## src/rtl/mprj2_logic_monitor.sv

```systemverilog
// mprj2_logic_monitor: debounces the domain-2 tie-high and sequences isolation and reset release.
// Ports:
//   wb_clk_i, wb_rst_i  management clock, synchronous active-high reset
//   mprj2_vdd_logic1    async tie-high level from domain 2 (1 = vccd2 present)
//   force_iso_i         management override, isolates and resets domain 2
//   iso_en_n_o          0 = domain-2 signals isolated, 1 = pass-through
//   user2_rst_o         active-high reset into domain-2 logic
//   power_good_o        1 only when fully powered up
//   state_o             FSM state (0 OFF, 1 DEBOUNCE, 2 RELEASE, 3 ON)
//   loss_count_o        saturating count of power-loss events
//   irq_o, irq_clr_i    sticky loss interrupt and its clear
// Optional feature: MPRJ2_LOSS_IRQ_EN enables the loss interrupt flop; otherwise irq_o is 0.
module mprj2_logic_monitor #(
    parameter int DEBOUNCE_CYCLES   = 16,
    parameter int RESET_HOLD_CYCLES = 8,
    parameter int LOSS_CNT_W        = 8
) (
    input  logic                  wb_clk_i,
    input  logic                  wb_rst_i,
    input  logic                  mprj2_vdd_logic1,
    input  logic                  force_iso_i,
    output logic                  iso_en_n_o,
    output logic                  user2_rst_o,
    output logic                  power_good_o,
    output logic [1:0]            state_o,
    output logic [LOSS_CNT_W-1:0] loss_count_o,
    output logic                  irq_o,
    input  logic                  irq_clr_i
);
    localparam logic [1:0] OFF      = 2'd0;
    localparam logic [1:0] DEBOUNCE = 2'd1;
    localparam logic [1:0] RELEASE  = 2'd2;
    localparam logic [1:0] ON       = 2'd3;
    localparam int CMAX  = (DEBOUNCE_CYCLES > RESET_HOLD_CYCLES) ? DEBOUNCE_CYCLES : RESET_HOLD_CYCLES;
    localparam int CNT_W = (CMAX > 1) ? $clog2(CMAX) : 1;
    localparam logic [CNT_W-1:0] DEB_LAST  = CNT_W'(DEBOUNCE_CYCLES - 1);
    localparam logic [CNT_W-1:0] HOLD_LAST = CNT_W'(RESET_HOLD_CYCLES - 1);
    logic             s1, vdd_s;
    logic [1:0]       state;
    logic [CNT_W-1:0] cnt;
    logic             loss;
    // Power loss only counts once isolation has been released and the override is not the cause.
    assign loss = !force_iso_i && !vdd_s && state[1];
    always_ff @(posedge wb_clk_i) begin
        if (wb_rst_i) begin
            s1           <= 1'b0;
            vdd_s        <= 1'b0;
            state        <= OFF;
            cnt          <= '0;
            loss_count_o <= '0;
        end else begin
            s1    <= mprj2_vdd_logic1;
            vdd_s <= s1;
            if (force_iso_i || !vdd_s) begin
                state <= OFF;
                cnt   <= '0;
            end else begin
                case (state)
                    OFF: begin
                        state <= DEBOUNCE;
                        cnt   <= '0;
                    end
                    DEBOUNCE: begin
                        state <= (cnt == DEB_LAST) ? RELEASE : DEBOUNCE;
                        cnt   <= (cnt == DEB_LAST) ? '0 : cnt + 1'b1;
                    end
                    RELEASE: begin
                        state <= (cnt == HOLD_LAST) ? ON : RELEASE;
                        cnt   <= (cnt == HOLD_LAST) ? '0 : cnt + 1'b1;
                    end
                    default: begin
                        state <= ON;
                        cnt   <= '0;
                    end
                endcase
            end
            if (loss && loss_count_o != '1)
                loss_count_o <= loss_count_o + 1'b1;
        end
    end
    assign iso_en_n_o   = state[1];
    assign user2_rst_o  = state != ON;
    assign power_good_o = state == ON;
    assign state_o      = state;
`ifdef MPRJ2_LOSS_IRQ_EN
    logic irq;
    // A loss in the same cycle as a clear wins, so no event is silently dropped.
    always_ff @(posedge wb_clk_i) begin
        if (wb_rst_i)
            irq <= 1'b0;
        else
            irq <= loss || (irq && !irq_clr_i);
    end
    assign irq_o = irq;
`else
    logic unused_irq_clr;
    assign unused_irq_clr = irq_clr_i;
    assign irq_o = 1'b0;
`endif
endmodule

```

## config.mk

```make
export PLATFORM = sky130hd
export DESIGN_NAME = mprj2_logic_monitor
export DESIGN_NICKNAME = d
export VERILOG_FILES = /design/src/rtl/mprj2_logic_monitor.sv
export SDC_FILE = /design/constraint.sdc
export NUM_CORES = 1
export LEC_CHECK = 0
export CAP_MARGIN = 20
export CORE_ASPECT_RATIO = 1.2
export CORE_MARGIN = 3
export CORE_UTILIZATION = 32
export CTS_BUF_LIST = sky130_fd_sc_hd__clkbuf_4 sky130_fd_sc_hd__clkbuf_8
export DETAILED_ROUTE_END_ITERATION = 10
export SLEW_MARGIN = 20
export SYNTH_ARGS = -nofsm -noshare
export SYNTH_HDL_FRONTEND = slang
export SYNTH_SLANG_ARGS = --single-unit
```

## constraint.sdc

```tcl
create_clock -name wb_clk_i -period 1.9 [get_ports wb_clk_i]
set_input_delay 0.38 -clock wb_clk_i [delete_from_list [all_inputs] [get_ports wb_clk_i]]
set_output_delay 0.38 -clock wb_clk_i [all_outputs]
set_load 0.01 [all_outputs]
```

==> out/qor.yml, run 1 <==
cells_and_area:
  nFillCells: 248
  area_growth_pct: 29.68
  final_common_cell: "clkdlybuf4s50_1"
  fin_cells: 142
  final_cell_mix: "clkdlybuf4s50_1, dfxtp_1, a21oi_1"
  final_nets: 123
  drive_above_1_share_pct: 12.61
  fin_util_pct: 44.60
  antenna_cells: 0
synthesis:
  synth_warnings: 0
  ys_top_cells_by_area: "dfxtp_1, ha_1, a21oi_1"
  synth_area_um2: 809.5
  yosys.area.top_type: "dfxtp_1"
  synthArstFlopShare_pct: 0
  syn-instance-count: 92
  synth_top_area_share_pct: 39.57
  synth_edf_count: 0
  ys_ff_latch: 16
  synthFlopType: "dfxtp_1"
  ys_seq_area_share_pct: 39.57
  synthesis.nets: 103
  yosysUniqueCellTypes: 32
  syn_avg_cell_area_um2: 8.799
floorplan:
  dieArea_um2: 3172
  ioPinCount: 19
  core_area_um2: 2354
  row_count: 19
  die_w_um: 51.92
  die_h_um: 61.10
  start_util_pct: 34.40
sta:
  fin_tns_setup_ns: 0
  fin_crit_ns: 1.804
  setup_violations: 0
  hold_viol_final: 0
  max_freq_mhz: 554.2
  rsz0062_at_grt: "false"
  finClkSkew_ns: 0.004024
  period_share_pct: 94.96
  slew_violations: 0
drt:
  route.detailed.drc: 0
  num_vias: 682
  first_pass_iters: 1
  wire_per_inst_um: 10.74
  routed_via_density: 4.803
  routed_wl_mm: 1.525
  antenna_left: 0
  drt_iter0_drc: 0
critical_path:
  critPathMaxFanout: 6
  cp.required_ns: 1.52
  worstPathArrival_ns: 1.42
  endpoint_kind: "output port"
  critPathKind: "reg -> out"
  startpoint_type: "register"
clock_tree:
  htreeDepth: 1
  clock-root-buffer: "clkbuf_4"
  cts-buffers-inserted: 3
  clkLatencyLatePin_ns: 0.28
  clkSinkCount: 16
  holdBufCountCts: 0
  clkTransAtPathRegs_ns: 0.09
  cts_tree: "yes"
  cts_buffer_depth: 2
  postCtsSetupBuffers: 0
global_route:
  grtUsageMet3_pct: 2.179
  grt_busiest_layer: "met2"
  grt_pass1_vias: 688
  grt_max_degree: 11
  met2_usage_pct: 18.67
  antenna_found_initial: 0
  grt_pass1_wl_mm: 2.835
  use_met1_pct: 15.25
  track_usage_pct: 11.55
  grt-ovfl-total: 0
min_path:
  hp-class: "reg -> reg"
run:
  max_cap_violations: 0
placed_design:
  io_buffers: 16
  routabilityCongestion: 0.7866
  placed_cells: 138
  hpwl_mm: 1.180
power:
  power_mw: 0.5786
  leakage_nw: 0.3907
  p_per_area_nw_per_um2: 551.2
  ir_drop_mv: 0.4298
status:
  outcome: "completed"
[where the power goes]
part	switching, mW	internal, mW	total (mW)	leakage [nW]
logic	0.00827	0.0102	0.0184	0.239
clock network	0.105	0.117	0.221	0.0210
registers	0.00137	0.337	0.339	0.130
total	0.115	0.464	0.579	0.391
[final timing paths]
path / startpoint / end / slack [ns] / cells past startpoint
max: state_o[1] / power_good_o / 0.1 / 2
min: s1 / vdd_s / 0.45 / 1
max reg2reg: loss_count_o[0] / loss_count_o[1] / 0.43 / 5
min reg2reg: s1 / vdd_s / 0.45 / 1
[sequential cells by signal, indices dropped and copies added, names as in the netlist]
signal and cells:
cnt 4, vdd_s 1, state_o 2, s1 1
loss_count_o 8
[worst max-delay path, stage by stage (launching register included)]
cell	delay, ns
dfxtp_2	0.39
ha_2	0.22
clkdlybuf4s50_1	0.53
[layer usage]
layer	vias to the layer above	routed length (µm)
met2	14	702
met5	-	0
li1	363	-
met3	2	59
met4	0	10
met1	303	753
[cell families after synthesis]
logic type,after synthesis,share of synthesized area (%)
and+or+nand+nor,37,26.43
AOI/OAI and AO/OA,19,14.53
DFF,16,39.57
buffers and inverters,9,5.101
adders and majority gates,6,9.273
xor gates and xnor gates,2,2.164
muxes,2,2.473
other,1,0.4632
[through the flow]
stage,hold slack (ns),area (µm²),worst slack [ns]
final,0.4481,1050,0.09572
after floorplan,0.4138,809.5,0.4142
after global placement,0.4171,1008,0.06768
after global routing,0.4630,1050,0.01997
after CTS,0.4537,1046,0.03082
after detailed placement,0.4307,1008,0.04083
[final cells by class]
| class | instances | area [µm²] | area share (%) |
|---|---|---|---|
| Multi-Input combinational cell | 67 | 450.4 | 42.91 |
| Sequential cell | 16 | 322.8 | 30.75 |
| Timing Repair Buffer | 19 | 182.7 | 17.40 |
| Tap cell | 31 | 38.79 | 3.695 |
| Clock buffer | 4 | 36.28 | 3.456 |
| Inverter | 5 | 18.77 | 1.788 |
[synth_stat cells (2+ instances only)]
library cell,number
a21oi_1,8
and2_1,2
and3_1,4
buf_4,2
clkbuf_1,2
dfxtp_1,16
ha_1,6
inv_1,5
mux2i_1,2
nand2_1,5
nand3_1,2
nand4_1,2
nor2_1,7
nor2b_1,3
nor3_1,4
nor4_1,2
o21ai_0,4
xor2_1,2
[timing repair]
| action | 4_1_cts | 5_1_grt |
|---|---|---|
| endpoints found under the setup margin | 1 | 2 |
| resized for setup | 1 | 2 |
| pin swaps | 0 | 0 |
No activity file was read; power rests on OpenSTA's default activity.
==> inputs of run 2 (changes only) <==
- PLACE_DENSITY: unset -> 0.56
- SLEW_MARGIN: 20 -> 5
==> run 2 against run 1 <==
Against the previous run: via count rose by 6.0%; worst setup slack got worse by 0.0021 ns; largest power group unchanged; wire length is 12% higher; critical path type unchanged; critical path depth stayed put; clock skew is essentially flat; maximum frequency is 0.12% lower; global-route usage rose by 0.47 points.
==> out/qor.yml, run 2 (same netlist as run 1, synthesis figures left out) <==
placed_design:
  pre_cts_ws_ns: 0.05894
  io_buffers: 16
  hpwl_mm: 1.240
  routabilityCongestion: 0.7408
critical_path:
  startpoint_type: "register"
  cp.required_ns: 1.52
  r2r_end: "loss_count_o[1]"
  endpoint_kind: "output port"
  reg2reg_slack_ns: 0.40
  reg2regPathDepth: 5
  critPathMaxFanout: 6
  critPathKind: "reg -> out"
  reg2reg_from: "loss_count_o[0]"
  worstPathArrival_ns: 1.43
power:
  p_per_area_nw_per_um2: 556.8
  ir_drop_mv: 0.3850
  leakage_nw: 0.3851
sta:
  hold_viol_final: 0
  finClkSkew_ns: 0.004437
  setup_violations: 0
  period_share_pct: 95.08
  rsz0062_at_grt: "false"
  slew_violations: 0
  max_freq_mhz: 553.6
  fin_tns_setup_ns: 0
  fin_ws_ns: 0.09357
  fin_crit_ns: 1.806
global_route:
  antenna_found_initial: 0
  grt_max_degree: 11
  grt_pass1_wl_mm: 2.794
  grt_pass1_vias: 668
  track_usage_pct: 12.02
  grt-ovfl-total: 0
drt:
  antenna_left: 0
  num_vias: 723
  first_pass_iters: 4
  routed_wl_mm: 1.705
  wire_per_inst_um: 12.09
  drt_iter0_drc: 14
  routed_via_density: 5.128
  route.detailed.drc: 0
clock_tree:
  cts-buffers-inserted: 3
  htreeDepth: 1
  clkLatencyLatePin_ns: 0.29
  clkSinkCount: 16
  postCtsSetupBuffers: 0
  clock-root-buffer: "clkbuf_4"
  cts_buffer_depth: 2
  clkTransAtPathRegs_ns: 0.10
  holdBufCountCts: 0
  cts_tree: "yes"
floorplan:
  core_area_um2: 2354
  ioPinCount: 19
  die_h_um: 61.10
  row_count: 19
  dieArea_um2: 3172
  die_w_um: 51.92
  start_util_pct: 34.40
cells_and_area:
  fin_util_pct: 44.50
  largest_register: "loss_count_o"
  final_nets: 122
  antenna_cells: 0
  nFillCells: 235
  area_growth_pct: 29.37
  final_cell_mix: "clkdlybuf4s50_1, dfxtp_1, a21oi_1"
  drive_above_1_share_pct: 11.82
  largest_reg_flops: 8
  final_common_cell: "clkdlybuf4s50_1"
min_path:
  whs_endpoint: "vdd_s"
  hp-class: "reg -> reg"
  min_from: "s1"
  hold_path_depth: 1
run:
  max_cap_violations: 0
status:
  outcome: "completed"
[run 2: area by class of cell]
cell class	instances	area, µm²	share of cell area [%]
clock buffer	4	36.28	3.465
inverter	5	18.77	1.792
multi-input combinational	67	450.4	43.01
sequential	16	325.3	31.06
tap	31	38.79	3.704
timing repair buffer	18	177.7	16.97
[run 2: timing repair]
action	4_1_cts	5_1_grt
setup endpoints to repair	2	2
gates resized for setup	1	4
gates cloned	0	0
[run 2: where the power goes]
group          leakage (nW)  internal (mW)  switching, mW
Clock                0.0210          0.117          0.111
Sequential            0.131          0.336        0.00134
Combinational         0.234        0.00980        0.00852
Total                 0.385          0.463          0.121
[run 2: per-layer routing]
layer | share of wire [%] | wire length, µm | GRT usage (%) | up-vias
li1 | - | - | - | 361
met4 | 2.6 | 44 | 8.614 | 0
met2 | 52 | 885 | 19.57 | 11
met5 | 0 | 0 | 0 | -
met1 | 43 | 734 | 13.79 | 345
met3 | 2.5 | 42 | 2.906 | 6
[run 2: stage by stage]
| stage | cell area [µm²] | power, mW | instances | hold slack (ns) |
|---|---|---|---|---|
| final | 1047 | 0.5831 | 141 | 0.4532 |
| after global placement | 1001 | 0.3645 | 137 | 0.4172 |
| after detailed placement | 1001 | 0.3651 | 137 | 0.4344 |
| after floorplan | 809.5 | 0.3553 | 92 | 0.4138 |
| after global routing | 1047 | 0.6143 | 141 | 0.4642 |
| after CTS | 1039 | 0.5977 | 141 | 0.4589 |
[run 2: how the worst max path moves through the flow]
stage,startpoint,to,slack (ns),depth (start not counted)
after floorplan,state_o[1],loss_count_o[5],0.41,4
after global placement,force_iso_i,loss_count_o[5],0.07,5
after detailed placement,force_iso_i,loss_count_o[5],0.06,5
after CTS,state_o[1],user2_rst_o,0.02,3
after global routing,state_o[1],power_good_o,0.02,2
final,state_o[1],power_good_o,0.09,2
[run 2: worst max-delay path: stages, from the launching register on]
cell and delay, ns:
dfxtp_4 0.39, ha_2 0.21, clkdlybuf4s50_1 0.54
==> inputs of run 3 (changes only) <==
- CORE_MARGIN: 3 -> 1
==> run 3 against run 2 <==
Against the previous run: total power fell by 0.62%; first-iteration DRC count grew 14%; sequential share of layout area fell by 0.17 points; clock power down 2%; sequential cell count did not move; count of clock-buffer cells in the layout unchanged; register-to-register slack better by 0.02 ns; cell count did not move; critical endpoint unchanged; largest cell class unchanged.
==> out/qor.yml, run 3 (same netlist as run 1, synthesis figures left out) <==
sta:
  finClkSkew_ns: 0.005108
  hold_viol_final: 0
  fin_crit_ns: 1.834
  max_freq_mhz: 545.2
  slew_violations: 0
  whs_ns: 0.4472
  period_share_pct: 96.54
  rsz0062_at_grt: "false"
  fin_tns_setup_ns: 0
  setup_violations: 0
run:
  max_cap_violations: 0
power:
  p_comb_share_pct: 3.1
  p_sw_mw: 0.1158
  ir_drop_mv: 0.3663
  leakage_nw: 0.3848
  pwr-share-seq_pct: 58.5
  p_sw_share_pct: 19.98
  internal_power_mw: 0.4637
  clkPwrFrac_pct: 38.4
  p_per_area_nw_per_um2: 556.7
placed_design:
  routabilityCongestion: 0.7420
  hpwl_mm: 1.192
  io_buffers: 16
drt:
  num_vias: 699
  routed_via_density: 4.957
  wire_per_inst_um: 11.12
  first_pass_iters: 6
  routed_wl_mm: 1.568
  antenna_left: 0
  drt_iter0_drc: 16
  route.detailed.drc: 0
cells_and_area:
  multi_input_area_um2: 450.4
  final_nets: 122
  antenna_cells: 0
  drive_above_1_share_pct: 10.91
  nFillCells: 252
  final_cell_mix: "clkdlybuf4s50_1, dfxtp_1, a21oi_1"
  area_growth_pct: 28.59
  largest_reg_flops: 8
  seq_area_um2: 321.6
  largest_register: "loss_count_o"
  final_common_cell: "clkdlybuf4s50_1"
floorplan:
  start_util_pct: 34.75
  core_area_um2: 2330
  ioPinCount: 19
  die_h_um: 57.10
  dieArea_um2: 2736
  row_count: 19
  die_w_um: 47.92
critical_path:
  reg2regPathDepth: 5
  startpoint: "state_o[0]"
  path_cells: "ha_2 -> clkdlybuf4s50_1"
  r2r_end: "loss_count_o[1]"
  critPathMaxFanout: 4
  critPathKind: "reg -> out"
  max_stage_delay_ns: 0.54
  worst-path-stages: 2
  path_delay_family: "buffers and inverters"
  startpoint_type: "register"
  cpMaxStageDelayCell: "clkdlybuf4s50_1"
  reg2reg_from: "loss_count_o[0]"
  worstPathArrival_ns: 1.45
  reg2reg_slack_ns: 0.42
  cp.required_ns: 1.52
  critPathCapture: "power_good_o"
  endpoint_kind: "output port"
  crit_buf_inv: 1
clock_tree:
  postCtsSetupBuffers: 0
  clock-root-buffer: "clkbuf_4"
  clkTransAtPathRegs_ns: 0.10
  cts-buffers-inserted: 3
  cts_buffer_depth: 2
  clkLatencyLatePin_ns: 0.28
  clkSinkCount: 16
  holdBufCountCts: 0
  htreeDepth: 1
  cts_tree: "yes"
global_route:
  track_usage_pct: 13.48
  grt_pass1_vias: 643
  antenna_found_initial: 0
  grt_max_degree: 11
  grt_pass1_wl_mm: 2.704
  grt-ovfl-total: 0
status:
  outcome: "completed"
min_path:
  hp-class: "reg -> reg"
-- run 3: changes by cell type in the layout (fill, tap and decap cells not counted) --
cell	before	now
dlymetal6s2s_1	1	0
dfxtp_1	14	15
clkdlybuf4s50_1	15	16
dfxtp_4	1	0
-- run 3: layout make-up --
type,count,share of cell area (%)
timing repair buffer,18,16.83
multi-input combinational,67,43.27
inverter,5,1.803
tap,31,3.726
clock buffer,4,3.486
sequential,16,30.89
-- run 3: timing repair --
action	CTS	global route
resized for setup	1	1
setup endpoints to repair	2	2
pin swaps	0	0
-- run 3: power by group through the flow --
stage	Combinational [mW]	Sequential (mW)	Clock (mW)
detailed placement	0.0185	0.347	0
CTS	0.0186	0.339	0.234
global route	0.0201	0.339	0.244
finish	0.0181	0.339	0.223
global placement	0.0181	0.346	0
floorplan	0.00882	0.347	0
-- run 3: worst min-delay path by stage --
stage	startpoint	endpoint	cells past startpoint
final	s1	vdd_s	1
after global routing	s1	vdd_s	1
after CTS	s1	vdd_s	1
after detailed placement	s1	vdd_s	1
after global placement	s1	vdd_s	1
after floorplan	s1	vdd_s	1
-- run 3: through the flow --
stage,std cells,util [%],total power [mW],instance area (µm²),worst slack [ns]
after detailed placement,137,42.96,0.3650,1001,0.05139
after floorplan,92,-,0.3553,809.5,0.4142
after global routing,141,44.68,0.6035,1041,0.008224
after CTS,141,44.58,0.5913,1039,0.02432
final,141,44.68,0.5795,1041,0.06583
after global placement,137,42.96,0.3646,1001,0.07591
-- run 3: metal layers --
metal	wire length, µm	share of wire, %	vias to the layer above	track usage (%)
met3	49	3.1	2	1.899
met1	685	44	326	16.54
met5	0	0	-	0
met2	815	52	8	21.81
met4	17	1.1	0	7.143
li1	-	-	363	-
